$ cat src/rtl/kgp_risc_pkg.sv
// kgp_risc_pkg: shared FSM encoding and parameter defaults for the KGP-RISC run controller
package kgp_risc_pkg;
  typedef enum logic [1:0] {S_IDLE, S_RESET, S_RUN, S_DONE} state_t;
  localparam int DIV_DEF         = 20;
  localparam int RST_CYCLES_DEF  = 2;
  localparam int HALT_CYCLES_DEF = 4;
  localparam int MAX_CYCLES_DEF  = 65535;
  localparam int PC_W_DEF        = 32;
  localparam int CNT_W_DEF       = 32;
endpackage

$ cat src/rtl/kgp_clk_en_div.sv
// kgp_clk_en_div: free-running divider producing a registered one-cycle enable every DIV cycles
module kgp_clk_en_div #(
  parameter int DIV = 20
) (
  input  logic f_clka,
  input  logic reset,
  output logic clka_en
);
  localparam int W = $clog2(DIV);
  logic [W-1:0] cnt_q, cnt_d;
  logic         en_q, en_d;
  // wrap at DIV-1; the enable is precomputed so it is high exactly while the counter sits at DIV-1
  always_comb begin
    cnt_d = (cnt_q == W'(DIV - 1)) ? '0 : cnt_q + W'(1);
    en_d  = cnt_d == W'(DIV - 1);
  end
  // counter and enable registers
  always_ff @(posedge f_clka) begin
    if (reset) begin
      cnt_q <= '0;
      en_q  <= 1'b0;
    end else begin
      cnt_q <= cnt_d;
      en_q  <= en_d;
    end
  end
  assign clka_en = en_q;
endmodule

$ cat src/rtl/kgp_risc_run_controller.sv
// kgp_risc_run_controller: sequences processor reset, run, halt detection and cycle-limit timeout
module kgp_risc_run_controller
  import kgp_risc_pkg::*;
#(
  parameter int DIV         = DIV_DEF,
  parameter int RST_CYCLES  = RST_CYCLES_DEF,
  parameter int HALT_CYCLES = HALT_CYCLES_DEF,
  parameter int MAX_CYCLES  = MAX_CYCLES_DEF,
  parameter int PC_W        = PC_W_DEF,
  parameter int CNT_W       = CNT_W_DEF
) (
  input  logic             f_clka,
  input  logic             reset,
  input  logic             start,
  input  logic [PC_W-1:0]  pc_in,
  output logic             clka_en,
  output logic             cpu_reset,
  output logic             running,
  output logic             done,
  output logic             timeout,
  output logic [CNT_W-1:0] instr_count,
  output logic [PC_W-1:0]  last_pc
);
  state_t           state_q, state_d;
  logic [CNT_W-1:0] icnt_q, icnt_d;
  logic [PC_W-1:0]  lpc_q, lpc_d;
  logic [7:0]       stab_q, stab_d;
  logic [31:0]      pcnt_q, pcnt_d;
  logic             tmo_q, tmo_d;
  logic             cpu_reset_q, running_q, done_q;

  kgp_clk_en_div #(.DIV(DIV)) u_div (
    .f_clka (f_clka),
    .reset  (reset),
    .clka_en(clka_en)
  );

  // next state: pulse counter is shared between RESET hold length and RUN cycle limit
  always_comb begin
    state_d = state_q;
    icnt_d  = icnt_q;
    lpc_d   = lpc_q;
    stab_d  = stab_q;
    pcnt_d  = pcnt_q;
    tmo_d   = tmo_q;
    if ((state_q == S_IDLE || state_q == S_DONE) && start) begin
      state_d = S_RESET;
      icnt_d  = '0;
      lpc_d   = '0;
      stab_d  = '0;
      pcnt_d  = '0;
      tmo_d   = 1'b0;
    end else if (clka_en && state_q == S_RESET) begin
      pcnt_d = pcnt_q + 32'd1;
      if (pcnt_d == 32'(RST_CYCLES)) begin
        state_d = S_RUN;
        pcnt_d  = '0;
      end
    end else if (clka_en && state_q == S_RUN) begin
      pcnt_d = pcnt_q + 32'd1;
      icnt_d = &icnt_q ? icnt_q : icnt_q + CNT_W'(1);
      lpc_d  = pc_in;
      stab_d = (pcnt_q != '0 && pc_in == lpc_q) ? stab_q + 8'd1 : '0;
      if (stab_d == 8'(HALT_CYCLES - 1) || pcnt_d == 32'(MAX_CYCLES)) begin
        state_d = S_DONE;
        tmo_d   = stab_d != 8'(HALT_CYCLES - 1);
      end
    end
  end

  // state and registered outputs; processor stays in reset while idle or resetting
  always_ff @(posedge f_clka) begin
    if (reset) begin
      state_q     <= S_IDLE;
      icnt_q      <= '0;
      lpc_q       <= '0;
      stab_q      <= '0;
      pcnt_q      <= '0;
      tmo_q       <= 1'b0;
      cpu_reset_q <= 1'b1;
      running_q   <= 1'b0;
      done_q      <= 1'b0;
    end else begin
      state_q     <= state_d;
      icnt_q      <= icnt_d;
      lpc_q       <= lpc_d;
      stab_q      <= stab_d;
      pcnt_q      <= pcnt_d;
      tmo_q       <= tmo_d;
      cpu_reset_q <= state_d == S_IDLE || state_d == S_RESET;
      running_q   <= state_d == S_RUN;
      done_q      <= state_d == S_DONE;
    end
  end

  assign cpu_reset   = cpu_reset_q;
  assign running     = running_q;
  assign done        = done_q;
  assign timeout     = tmo_q;
  assign instr_count = icnt_q;
  assign last_pc     = lpc_q;
endmodule

$ cat config.mk
export PLATFORM = sky130hd
export DESIGN_NAME = kgp_risc_run_controller
export DESIGN_NICKNAME = d
export VERILOG_FILES = /design/src/rtl/kgp_risc_pkg.sv /design/src/rtl/kgp_clk_en_div.sv /design/src/rtl/kgp_risc_run_controller.sv
export SDC_FILE = /design/constraint.sdc
export NUM_CORES = 1
export LEC_CHECK = 0
export BUFFER_PORTS_ARGS = -buffer_cell sky130_fd_sc_hd__buf_2
export CAP_MARGIN = 15
export CORE_AREA = 2 2 108 110
export CTS_CLUSTER_DIAMETER = 50
export DETAILED_ROUTE_END_ITERATION = 12
export DIE_AREA = 0 0 110 112
export PLACE_DENSITY_LB_ADDON = 0.08
export SETUP_SLACK_MARGIN = 0.1
export SLEW_MARGIN = 20
export SYNTH_ARGS = -nofsm -noshare
export SYNTH_HDL_FRONTEND = slang
export SYNTH_SLANG_ARGS = --single-unit
$ cat constraint.sdc
create_clock -name f_clka -period 3.4 [get_ports f_clka]
set_clock_uncertainty 0.15 [all_clocks]
set_input_delay 0.51 -clock f_clka [delete_from_list [all_inputs] [get_ports f_clka]]
set_output_delay 0.51 -clock f_clka [all_outputs]
set_load 0.005 [all_outputs]
==> results of run 1 <==
==> flip-flops by register name, summed over array words and instances, names as in the netlist <==
| register | flops |
|---|---|
| stab_q | 8 |
| running | 1 |
| state_q | 2 |
| last_pc | 32 |
| instr_count | 32 |
| done | 1 |
| timeout | 1 |
| cpu_reset | 1 |
| pcnt_q | 32 |
| u_div.cnt_q | 5 |
| u_div.clka_en | 1 |
==> cell usage after synthesis, drive strengths merged, types with 2 or more instances <==
library cell / number
a2111oi: 2
a211o: 3
a21oi: 57
a31o: 2
a31oi: 8
a32oi: 3
and2: 2
and3: 8
and4: 7
buf: 16
clkbuf: 31
dfxtp: 116
ha: 9
inv: 13
mux2i: 2
nand2: 121
nand2b: 9
nand3: 35
nand3b: 9
nand4: 25
nand4b: 2
nor2: 86
nor2b: 4
nor3: 26
nor4: 18
o211ai: 2
o21ai: 22
o22ai: 6
o31ai: 6
or2: 4
or3: 17
or4: 8
xnor2: 27
xor2: 72
==> timing repair <==
| action | 4_1_cts | 5_1_grt |
|---|---|---|
| setup buffers | 0 | 0 |
| setup endpoints to repair | 0 | 10 |
| gates resized for setup | 0 | 9 |
==> kinds of logic after synthesis <==
group / Yosys count / synth area share
DFF: 116 / 0.376
muxes: 3 / 0.00507
xor gates and xnor gates: 99 / 0.140
and+or+nand+nor: 385 / 0.310
AOI/OAI and AO/OA: 117 / 0.111
adders and majority gates: 9 / 0.0182
buffers and inverters: 60 / 0.0395
==> cell usage in the layout, fill, tap and decap left out, types with 7 or more instances in the layout <==
| master | netlist | routed |
|---|---|---|
| a21oi_1 | 57 | 57 |
| xor2_1 | 72 | 72 |
| xnor2_1 | 27 | 27 |
| nor4_1 | 17 | 17 |
| nand3_1 | 35 | 35 |
| buf_4 | 0 | 20 |
| nand2_1 | 121 | 121 |
| clkbuf_16 | 0 | 17 |
| a31oi_1 | 8 | 8 |
| nand3b_1 | 9 | 9 |
| nor3_1 | 26 | 25 |
| dfxtp_1 | 116 | 111 |
| inv_1 | 13 | 13 |
| or3_1 | 17 | 17 |
| nor2_1 | 86 | 86 |
| and4_1 | 7 | 7 |
| buf_2 | 13 | 103 |
| nand2b_1 | 9 | 8 |
| and3_1 | 8 | 8 |
| o21ai_0 | 22 | 22 |
| ha_1 | 9 | 9 |
| nand4_1 | 22 | 22 |
==> layer usage <==
layer,part of all wire,global-route usage
met4,0.019,0.0970
met5,0,0
met2,0.48,0.424
met1,0.44,0.338
met3,0.060,0.0597
==> stage by stage <==
| step | power (uW) | hold WS (ns) | cells | util |
|---|---|---|---|---|
| 2_1_floorplan | 1450 | 0.280 | 789 | - |
| 3_3_place_gp | 1490 | 0.299 | 1008 | 0.611 |
| 3_5_place_dp | 1490 | 0.311 | 1008 | 0.611 |
| 4_1_cts | 3250 | 0.180 | 1038 | 0.663 |
| 5_1_grt | 3330 | 0.174 | 1038 | 0.666 |
| 6_report | 3230 | 0.190 | 1038 | 0.666 |
==> worst max path at each step <==
stage,cells past startpoint,startpoint,slack [ns],to
after detailed placement,8,pcnt_q[18],0.18,running
final,8,pcnt_q[13],0.26,pcnt_q[1]
after global placement,9,pcnt_q[0],0.25,running
after floorplan,10,pcnt_q[0],0.38,cpu_reset
after global routing,10,pcnt_q[1],0.11,cpu_reset
after CTS,8,pcnt_q[18],0.15,running
==> critical path, stage by stage, from the launching register on <==
cell	delay (ns)
dfxtp_1	0.47
nand4_2	0.18
or4_4	0.56
or2_1	0.27
or3_1	0.38
a211o_1	0.34
nor4_4	0.40
nand3b_1	0.18
a21oi_1	0.07
==> report_power, final <==
group / internal, uW / total, uW / leakage, uW / switching, uW
Combinational: 33.3 / 92.9 / 0.00165 / 59.6
Sequential: 1360 / 1370 / 0.000937 / 3.36
Clock: 1160 / 1770 / 0.000281 / 612
==> final cells by class <==
cell class,count,share of cell area
clock inverters,10,0.0180
clock buffers,20,0.0601
well taps,143,0.0241
inverters,13,0.00656
repair buffers,123,0.0895
multi-input cells,613,0.489
flip-flops and latches,116,0.313
==> impl_metrics.env, run 1 <==
export IMPL_hold_viol_final=0
export IMPL_drt_wirelength_per_cell_um=15.3
export IMPL_min_from="reset"
export IMPL_antenna_found_initial=0
export IMPL_min_period_over_period=0.924
export IMPL_startpoint_type="register"
export IMPL_wl_um=15800
export IMPL_synth_top_cell_area_share=0.376
export IMPL_h_tree_depth=4
export IMPL_fin_setup_tns_ns=0
export IMPL_syn_area_um2=6170
export IMPL_hold_depth=2
export IMPL_grt_max_degree=83
export IMPL_ys_warn_count=0
export IMPL_worst_pin_slew_ns=0.888
export IMPL_synth_edf_count=0
export IMPL_antenna_cells=0
export IMPL_drc=0
export IMPL_die_y_um=112
export IMPL_cts_tree="yes"
export IMPL_dieArea_um2=12300
export IMPL_start_util=0.553
export IMPL_grt_ovfl_total=0
export IMPL_cellLeakagePower_uw=0.00286
export IMPL_fillers=975
export IMPL_rows=39
export IMPL_reg2reg_setup_slack_ns=0.26
export IMPL_reg2regPathDepth=8
export IMPL_vias=5914
export IMPL_clk_pin_slew_worst_paths_ns=0.06
export IMPL_ys_top_cells_by_area="dfxtp_1 38%, xor2_1 10%, nand2_1 7.4%"
export IMPL_synth_seq_cells=116
export IMPL_slew_limit_headroom=0.408
export IMPL_setup_slack_ns=0.259
export IMPL_layout_drive_gt1_share=0.191
export IMPL_finalInstanceArea_um2=7440
export IMPL_synthFlopType="dfxtp_1"
export IMPL_power_density_nw_per_um2=434
export IMPL_numClockSinks=116
export IMPL_setup_viol=0
export IMPL_yosysTopAreaCell="dfxtp_1"
export IMPL_cts_buffers=17
export IMPL_grt_use_total=0.262
export IMPL_syn_inst=789
export IMPL_syn_avg_cell_area_um2=7.83
export IMPL_coreArea_um2=11200
export IMPL_crit_fanout=7
export IMPL_timing_final_max_slew_violations=0
export IMPL_drt_iter0_markers=454
export IMPL_nets=928
export IMPL_multiInputGateArea_um2=3640
export IMPL_crit_arrival_ns=3.24
export IMPL_drt_pass1_iterations=5
export IMPL_io_pins=104
export IMPL_grt_pass1_vias=5436
export IMPL_dp_slack_ns=0.176
export IMPL_post_dp_cell_area_um2=6830
export IMPL_fin_crit_ns=3.14
export IMPL_synth_fp_nets=833
export IMPL_worstPathRequired_ns=3.50
export IMPL_async_flop_share=0
export IMPL_detail_route_antenna_nets=0
export IMPL_port_buffers=103
export IMPL_rsz0062_at_grt="false"
export IMPL_via_per_inst=5.70
export IMPL_insertion_delay_ns=0.41
export IMPL_min_to="u_div.cnt_q[4]"
export IMPL_ir_drop_v=0.000391
export IMPL_cts_hold_fix_buffers=0
export IMPL_endpoint_kind="register"
export IMPL_die_w_um=110
export IMPL_seq_area_um2=2330
export IMPL_status="complete, no violations"
export IMPL_post_dp_hpwl_um=11200
export IMPL_r2r_end="pcnt_q[1]"
export IMPL_path_class="reg -> reg"
export IMPL_place_gp_congestion=0.948
export IMPL_ctsRootBufferMaster="clkbuf_16"
export IMPL_synth_distinct_cells=51
export IMPL_clock_fmax_ghz=0.318
export IMPL_hold_path_class="in -> reg"
export IMPL_drv_cap=0
export IMPL_regToRegStartpoint="pcnt_q[13]"
export IMPL_yosysSeqAreaShare=0.376
export IMPL_syn_to_final_growth_pct=20.5
export IMPL_grt_pass1_wl_um=25800
export IMPL_cts_buffer_depth=2
Note: power is estimated with default switching activity, not from simulation.
==> run 2, diff against run 1 <==
- ABC_AREA: not set -> 1
- CORE_AREA: 2 2 108 110 -> 2 2 113 115
- DIE_AREA: 0 0 110 112 -> 0 0 115 117
- SLEW_MARGIN: 20 -> 25
==> run 2 against run 1 <==
  * Utilization shrank 0.56 points
  * Worst setup slack gained 0.64 ns
  * Critical endpoint is now instr_count[27]
  * Power grew 1.9%
==> impl_metrics.env, run 2 <==
export IMPL_grt_max_degree=59
export IMPL_finalPower_uw=3290
export IMPL_reg2regPathDepth=13
export IMPL_cts_tree="yes"
export IMPL_post_dp_cell_area_um2=7530
export IMPL_start_util=0.559
export IMPL_cts_buffers=17
export IMPL_grt_ovfl_total=0
export IMPL_crit_fanout=16
export IMPL_layout_drive_gt1_share=0.144
export IMPL_clk_pin_slew_worst_paths_ns=0.05
export IMPL_grt_use_total=0.260
export IMPL_reg2reg_setup_slack_ns=0.90
export IMPL_yosysMostFrequentCell="nand2_1"
export IMPL_syn_to_final_growth_pct=18.1
export IMPL_synth_common_cells="327 x nand2_1, 183 x nor2_1, 117 x inv_1, 116 x dfxtp_1, 79 x a21oi_1"
export IMPL_hold_path_class="in -> reg"
export IMPL_ys_warn_count=0
export IMPL_die_y_um=117
export IMPL_via_per_inst=5.18
export IMPL_syn_avg_cell_area_um2=6.24
export IMPL_setup_slack_ns=0.895
export IMPL_mostFrequentLayoutCells="327 x nand2_1, 181 x nor2_1, 116 x inv_1, 116 x dfxtp_1, 103 x buf_2"
export IMPL_cts_buffer_depth=2
export IMPL_insertion_delay_ns=0.41
export IMPL_crit_arrival_ns=2.66
export IMPL_antenna_cells=0
export IMPL_drc=0
export IMPL_slew_limit_headroom=0.372
export IMPL_syn_inst=1103
export IMPL_dp_slack_ns=0.914
export IMPL_status="complete, no violations"
export IMPL_worst_pin_slew_ns=0.937
export IMPL_path_class="reg -> reg"
export IMPL_drt_pass1_iterations=5
export IMPL_cts_repair_resized=0
export IMPL_nets=1247
export IMPL_ctsRootBufferMaster="clkbuf_16"
export IMPL_yosysSeqAreaShare=0.338
export IMPL_startpoint_type="register"
export IMPL_timing_final_max_slew_violations=0
export IMPL_utilization=0.660
export IMPL_rows=41
export IMPL_detail_route_antenna_nets=0
export IMPL_setup_viol=0
export IMPL_syn_area_um2=6880
export IMPL_worstPathRequired_ns=3.56
export IMPL_ir_drop_v=0.000295
export IMPL_place_gp_congestion=0.946
export IMPL_cellLeakagePower_uw=0.00344
export IMPL_finalInstanceArea_um2=8130
export IMPL_coreArea_um2=12300
export IMPL_numClockSinks=116
export IMPL_final_common_cell="nand2_1"
export IMPL_fin_crit_ns=2.50
export IMPL_grt_pass1_wl_um=28100
export IMPL_synth_top_cell_area_share=0.338
export IMPL_hold_depth=2
export IMPL_grt_pass1_vias=6178
export IMPL_synth_seq_cells=116
export IMPL_cts_hold_fix_buffers=0
export IMPL_synth_distinct_cells=35
export IMPL_rsz0062_at_grt="false"
export IMPL_min_from="reset"
export IMPL_fin_setup_tns_ns=0
export IMPL_antenna_found_initial=0
export IMPL_synth_fp_nets=1147
export IMPL_vias=7074
export IMPL_min_period_over_period=0.737
export IMPL_synthFlopType="dfxtp_1"
export IMPL_ys_top_cells_by_area="dfxtp_1 34%, nand2_1 18%, nor2_1 10%"
export IMPL_io_pins=104
export IMPL_port_buffers=103
export IMPL_fillers=1166
export IMPL_post_dp_hpwl_um=12900
export IMPL_min_to="state_q[0]"
export IMPL_endpoint_kind="register"
export IMPL_synth_edf_count=0
export IMPL_wl_um=17400
export IMPL_drv_cap=0
export IMPL_async_flop_share=0
export IMPL_drt_wirelength_per_cell_um=12.7
export IMPL_r2r_end="instr_count[27]"
export IMPL_power_density_nw_per_um2=405
export IMPL_die_w_um=115
export IMPL_drt_iter0_markers=480
export IMPL_yosysTopAreaCell="dfxtp_1"
export IMPL_regToRegStartpoint="instr_count[24]"
export IMPL_cts_setup_buffers=0
export IMPL_hold_viol_final=0
export IMPL_h_tree_depth=4
export IMPL_dieArea_um2=13500
export IMPL_clock_fmax_ghz=0.399
run 2: changes by cell type after synthesis, sizes merged, moves of 17 or more:
cell	previous run	this run
nand2	121	333
or3	17	0
inv	13	120
o21ai	22	57
a21oi	57	79
xor2	72	18
nor2	86	198
run 2: report_power, final:
part	internal (uW)	leakage [uW]	total, uW	switching (uW)
clock network	1170	0.000288	1780	613
registers	1360	0.000935	1370	3.56
logic	51.7	0.00222	140	88.0
run 2: routing by layer:
metal	global-route usage	vias up	share of wire
met5	0	-	0
met4	0.0835	0	0.020
met3	0.0566	28	0.044
met2	0.442	166	0.47
met1	0.331	3179	0.46
li1	-	3701	-
run 2: worst max path at each step:
stage | startpoint | endpoint | slack, ns | cells after the start
after global placement | pc_in[21] | done | 0.97 | 14
final | instr_count[24] | instr_count[27] | 0.90 | 13
after detailed placement | pc_in[21] | done | 0.91 | 14
after floorplan | pcnt_q[1] | done | 1.24 | 16
after CTS | pcnt_q[2] | done | 0.95 | 15
after global routing | instr_count[24] | instr_count[27] | 0.60 | 13
run 2: kinds of logic after synthesis:
| kind of cell | after synthesis | share of synthesized area |
|---|---|---|
| AO/OA/AOI/OAI | 146 | 0.111 |
| XOR/XNOR | 40 | 0.0509 |
| adder cells (fa/ha/maj) | 9 | 0.0164 |
| buffers and inverters | 148 | 0.0815 |
| flip-flops | 116 | 0.338 |
| AND/OR/NAND/NOR | 644 | 0.403 |
run 2: layout make-up:
class,count,area [um2],area share
clock inverter,8,97.6,0.0120
multi-input combinational,839,4010,0.493
sequential,116,2320,0.286
clock buffer,24,502,0.0617
timing repair buffer,109,561,0.0690
tap,150,188,0.0231
inverter,120,450,0.0554
run 2: worst max-delay path, stage by stage, from the launching register on:
cell and delay, ns:
dfxtp_1 0.40, inv_1 0.10, nor3_1 0.32, inv_1 0.10, nor3_1 0.20, nand2_1 0.09
nand3_2 0.27, inv_2 0.17, nand3_1 0.20, nor2_1 0.12, nand3_1 0.11, nand2_1 0.06
nand2_1 0.06, nor2_1 0.04
run 2: metrics by stage:
| step | std cells | hold WS (ns) |
|---|---|---|
| global route | 1366 | 0.209 |
| global placement | 1334 | 0.301 |
| finish | 1366 | 0.206 |
| CTS | 1366 | 0.198 |
| detailed placement | 1334 | 0.309 |
| floorplan | 1103 | 0.280 |
